$ cat config.mk
export PLATFORM = sky130hd
export DESIGN_NAME = matrix_mem_loader
export DESIGN_NICKNAME = d
export VERILOG_FILES = /design/src/rtl/matrix_mem_loader.sv
export SDC_FILE = /design/constraint.sdc
export NUM_CORES = 1
export LEC_CHECK = 0
export ABC_AREA = 1
export CORE_MARGIN = 2
export CORE_UTILIZATION = 40
export DETAILED_ROUTE_END_ITERATION = 8
export PLACE_DENSITY = 0.8
export SYNTH_ARGS = -nofsm -noshare
export SYNTH_HDL_FRONTEND = slang
export SYNTH_SLANG_ARGS = --single-unit
$ cat constraint.sdc
create_clock -name clock -period 1.6 [get_ports clock]
set_input_delay 0.16 -clock clock [delete_from_list [all_inputs] [get_ports clock]]
set_output_delay 0.16 -clock clock [all_outputs]
set_load 0.02 [all_outputs]
$ cat src/rtl/matrix_mem_loader.sv
// Host loader/drainer for the matrix processor data memory.
// Loads operands, runs the processor, then streams results back.
module matrix_mem_loader #(
  parameter int ADDR_W    = 16,
  parameter int LOAD_BASE = 0,
  parameter int LOAD_LEN  = 18,
  parameter int RES_BASE  = 18,
  parameter int RES_LEN   = 9
) (
  input  logic              clock,
  input  logic              rst,
  input  logic [7:0]        in_data,
  input  logic              in_valid,
  output logic              in_ready,
  output logic [7:0]        out_data,
  output logic              out_valid,
  input  logic              out_ready,
  output logic [ADDR_W-1:0] dm_addr,
  output logic [7:0]        dm_wdata,
  output logic              dm_we,
  output logic              dm_re,
  input  logic [7:0]        dm_rdata,
  output logic              proc_run,
  input  logic              end_process,
  output logic              done
);

  localparam int MAX_LEN = (LOAD_LEN > RES_LEN) ? LOAD_LEN : RES_LEN;
  localparam int CNT_W   = (MAX_LEN > 1) ? $clog2(MAX_LEN) : 1;

  typedef enum logic [2:0] {
    S_LOAD,
    S_RUN,
    S_RD,
    S_CAP,
    S_OUT
  } state_t;

  state_t           state;
  state_t           state_nx;
  logic [CNT_W-1:0] cnt;
  logic [CNT_W-1:0] cnt_nx;
  logic             done_nx;
  // Holds off in_ready until the first edge after reset release
  logic             armed;

  always_ff @(posedge clock or negedge rst) begin
    if (!rst) begin
      state    <= S_LOAD;
      cnt      <= '0;
      armed    <= 1'b0;
      done     <= 1'b0;
      out_data <= 8'h00;
    end else begin
      state <= state_nx;
      cnt   <= cnt_nx;
      armed <= 1'b1;
      done  <= done_nx;
      if (state == S_CAP) begin
        out_data <= dm_rdata;
      end
    end
  end

  always_comb begin
    state_nx  = state;
    cnt_nx    = cnt;
    done_nx   = 1'b0;
    in_ready  = 1'b0;
    out_valid = 1'b0;
    proc_run  = 1'b0;
    dm_addr   = '0;
    dm_wdata  = 8'h00;
    dm_we     = 1'b0;
    dm_re     = 1'b0;
    unique case (state)
      S_LOAD: begin
        in_ready = armed;
        if (in_valid && armed) begin
          dm_we    = 1'b1;
          dm_addr  = ADDR_W'(LOAD_BASE) + ADDR_W'(cnt);
          dm_wdata = in_data;
          if (cnt == CNT_W'(LOAD_LEN - 1)) begin
            cnt_nx   = '0;
            state_nx = S_RUN;
          end else begin
            cnt_nx = cnt + 1'b1;
          end
        end
      end
      S_RUN: begin
        proc_run = 1'b1;
        if (end_process) begin
          state_nx = S_RD;
        end
      end
      S_RD: begin
        dm_re    = 1'b1;
        dm_addr  = ADDR_W'(RES_BASE) + ADDR_W'(cnt);
        state_nx = S_CAP;
      end
      S_CAP: begin
        state_nx = S_OUT;
      end
      S_OUT: begin
        out_valid = 1'b1;
        if (out_ready) begin
          if (cnt == CNT_W'(RES_LEN - 1)) begin
            cnt_nx   = '0;
            done_nx  = 1'b1;
            state_nx = S_LOAD;
          end else begin
            cnt_nx   = cnt + 1'b1;
            state_nx = S_RD;
          end
        end
      end
      default: begin
        state_nx = S_LOAD;
        cnt_nx   = '0;
      end
    endcase
  end

endmodule
; ---- After elaboration in Yosys (flattened, before gate mapping)
; Index checks and enable logic that the tools add are counted.
[word_totals]
word_cells = 47
ff_bits = 18
ramBits = 0
rom_bits = 0
in_bits = 21
out_inout_bits = 38
mem_count = 0
latch_bits = 0
[classes]
multipliers = 0
div_mod_pow = 0
muxes = 24
add_sub_neg = 2
n_reduce_logical = 5
order_cmp = 0
n_bitwise = 1
n_shift = 0
n_eq_ne = 10
[ops]
columns = operator, n
row1 = $mux 5, 5
row2 = $mux 8, 2
row3 = $pmux 3 s5, 1
row4 = $pmux 5 s3, 1
row5 = $mux 3, 4
row6 = $pmux 6 s2, 1
row7 = $mux 1, 9
row8 = $ne 2x2->1 const B, 4
row9 = $add 5x5->6 const A, 1
row10 = $eq 3x2->1 const B, 2
row11 = $add 5x1->5 const B, 1
row12 = $eq 5x4->1 const B, 1
row13 = $eq 5x5->1 const B, 1
row14 = $reduce_and 4->1, 1
row15 = $eq 3x1->1 const B, 1
row16 = $eq 3x3->1 const B, 1
row17 = $logic_not 3->1, 1
row18 = $reduce_and 3->1, 1
row19 = $reduce_or 3->1, 1
row20 = $mux 2, 1
row21 = $logic_and 1x1->1, 1
row22 = $not 1->1, 1

; ---- Depth between registers and ports, before layout
[logic_depth]
ltp_word = 4
depth_mapped = 9
depth_no_buf = 9

; ---- Worst setup path after synthesis
; Ideal clock, no wire load.
[synth_path]
path_kind = reg-to-output
start = register state[0]
end = output dm_addr[3]
setup_slack_ns = -0.102
arrival_time_ns = 1.542
path_buffers = 0
t_required_ns = 1.440
path_stages_with_launch = 6
path_cell_list = dfrtp_1 > nor2_2 > nand2_1 > nor2_2 > inv_1 > o21ai_0
[synth_via]
elab_chain_cells = 2
[synth_rtl]
columns = item, line_no
row1 = start: declaration, 39  ; state_t state;
row2 = start signal: assignment, 55  ; state <= state_nx;
row3 = $eq 3x2->1 / $logic_not 3->1 (equally long branches), 76  ; unique case (state)
row4 = $pmux 6 s2 *, 76
row5 = end: declaration, 18  ; output logic [ADDR_W-1:0] dm_addr,
; Every way passes the cells marked *; elsewhere a longest branch is shown, timed or not.

; ---- Worst setup path after layout
; Same ends and word-level chain as after synthesis.

==> metrics <==
die area 3440 sq um; CTS Hold Bufs 0; Top Layer Used met4; die height 58.66 microns; met2 WL 1456 microns; CP Launch Type flip-flop; io pins 59; failing checks DRC, setup timing; Critical Path Sink Type output port; period utilization 102.1%; Final Skew 0.001095 ns; PortBufs 48; CTS sink count 18; Commonest cells post-synth nand2_1 (42), dfrtp_1 (18), nand3_1 (18); Setup CP Type flip-flop to output port; Global Route Usage Sum 18.11%; Seq/Total Area, Yosys 37.70%; crit-path max FO 4; Vias/cell 4.760; area leader, netlist dfrtp_1; number of global-route vias before repair 1178; top area cells in the synthesized netlist dfrtp_1 (38%), nand2_1 (13%), nand3_1 (7.5%), mux2_2 (7.5%), buf_4 (6.9%); WP data arrival 1.47 ns; data required time of the critical path 1.44 ns; Cell Pwr Density 1547 nW/um^2; CP max-delay cell dfrtp_1; max_cap viols 0; CP dominant cell by count buf_6; slack of the critical path -0.03383 ns; total power draw 0.002989 W; asr flop ratio synth 100.0%; row count 19; ys flop type dfrtp_1; Final HPWL DP 2176 microns; clock latency on the worst-skew pair 0.30 ns; antenna cells 0; htree depth 1; Pleak 1.002 nW; YS warnings 0; Iter 0 DRT Violations 28; Routed met3 length 186 microns; Core ar. 2805 sq um; Max Slew Vio Count 0; die width 58.66 microns; f_max 612.1 MHz; Cells after Synth 156; post-synth top area share 37.70%; area grow syn2layout 61.68%; WL/cell 11.41 microns; layout cells sized above 1 34.91%; min Tclk post-route 1.634 ns; EDFF count, synth 0; clk slew on worst S/H paths 0.10 ns; VDD IR max 0.0009451 V; met1 WL 1315 microns; first-pass GRT wire length 4857 microns; # DRC 5; initial antenna violation count 0; Routed WL 3002 microns; RSZ-0062 raised after global routing true; vias 1252; CP max stage delay 0.42 ns; Root Buffer clkbuf_4; final setup violation count 4; mapped cell area 1195 sq um; Final #Nets 258; post-route ant nets 0; Hold Crit Class primary input to async pin; flops & latches, synth 18; Yosys cell types 22; RePlAce Congestion 0.8232; count leader, synth nand2_1; CTS Buf Count 3; hold slack final 0.1700 ns; CTS Buffer Depth 2; CP Cell Sequence buf_6 > nor3_4 > buf_4 > nand3_2 > o21ai_2 > buf_6; CTS tree done; gr ovfl total 0; endpoints failing hold 0; Initial Util 42.60%; DR pass1 iterations 6; status finished with violations; syn avg cell area 7.660 sq um; largest net degree at the start of global routing 19
[critical path, delay by kind of cell (launching register included)]
| kind | cells | cell delay [ns] |
|---|---|---|
| DFF | 1 | 0.42 |
| AOI/OAI and AO/OA | 1 | 0.07 |
| and+or+nand+nor | 2 | 0.25 |
| buffers and inverters | 3 | 0.44 |
[power by group]
group,internal [W],switching (W)
sequential,0.000633,0.000121
combinational,0.000925,0.00103
clock,0.000139,0.000137
total,0.00170,0.00129
[final timing paths]
| kind | to | startpoint | cells past startpoint | slack (ns) |
|---|---|---|---|---|
| worst max-delay path | dm_addr[3] | state[0]$_DFFE_PN0P_ | 6 | -0.03 |
| worst min-delay path | cnt[3]$_DFFE_PN0P_ | rst | 2 | 0.17 |
| worst max register to register | state[1]$_DFFE_PN0P_ | cnt[1]$_DFFE_PN0P_ | 7 | 0.12 |
| worst min register to register | out_data[5]$_DFFE_PN0P_ | out_data[5]$_DFFE_PN0P_ | 1 | 0.51 |
| max in group asynchronous | out_data[6]$_DFFE_PN0P_ | rst | 2 | 1.24 |
| min in group clock | done$_DFF_PN0_ | out_ready | 3 | 0.41 |
[repair_timing]
| action | CTS | global route |
|---|---|---|
| setup buffers | 7 | 0 |
| endpoints found under the setup margin | 19 | 22 |
| endpoints found under the hold margin | 0 | 0 |
| resized for setup | 100 | 24 |
| pin swaps | 3 | 4 |
[sequential cells by signal, summed over array words and instances, names as in the netlist]
signal,cells
cnt,5
state,3
armed,1
done,1
out_data,8
[per-layer routing]
layer	vias to the layer above	track usage, %
met5	-	0
met4	0	6.818
met3	5	2.418
met2	43	31.14
met1	579	23.22
li1	625	-
[cells in the final DEF (no fill, tap or decap), drive strengths merged]
| cell type | n |
|---|---|
| buf | 46 |
| nand2 | 42 |
| clkdlybuf4s50 | 29 |
| nand3 | 19 |
| inv | 19 |
| dfrtp | 18 |
| nor2 | 15 |
| conb | 11 |
| mux2 | 8 |
| clkbuf | 5 |
| o21ai | 4 |
| ha | 4 |
| a21oi | 4 |
| nand4 | 2 |
| xor2 | 2 |
| nor3 | 2 |
| or2 | 1 |
| a22o | 1 |
[stage by stage]
| step | cell area (sq um) | std cells | setup slack [ns] | util [%] | TNS, ns |
|---|---|---|---|---|---|
| 6_report | 1932 | 263 | -0.03383 | 68.87 | -0.08781 |
| 5_1_grt | 1932 | 263 | -0.1003 | 68.87 | -0.7140 |
| 4_1_cts | 1878 | 264 | -0.08746 | 66.95 | -0.2788 |
| 3_5_place_dp | 1821 | 253 | -0.3180 | 64.90 | -4.280 |
| 3_3_place_gp | 1821 | 253 | -0.2841 | 64.90 | -3.978 |
| 2_1_floorplan | 1229 | 165 | -0.1022 | - | -0.2045 |
[layout make-up]
cell class,count,area [sq um]
flip-flops and latches,18,450.4
clock buffers,4,36.28
well taps,31,38.79
inverters,19,73.82
multi-input cells,115,660.6
fillers,209,873.3
repair buffers,76,671.9
[kinds of logic (layout without fill, tap and decap cells)]
| logic type | Yosys count | count (layout) | share of synthesized area, % |
|---|---|---|---|
| other | 2 | 11 | 0.6285 |
| muxes | 8 | 8 | 7.540 |
| DFF | 18 | 18 | 37.70 |
| and+or+nand+nor | 81 | 81 | 30.68 |
| xor gates and xnor gates | 2 | 2 | 1.466 |
| buffers and inverters | 32 | 99 | 13.72 |
| adders and majority gates | 4 | 4 | 4.189 |
| AOI/OAI and AO/OA | 9 | 9 | 4.084 |
No activity file was read; power rests on OpenSTA's default activity.
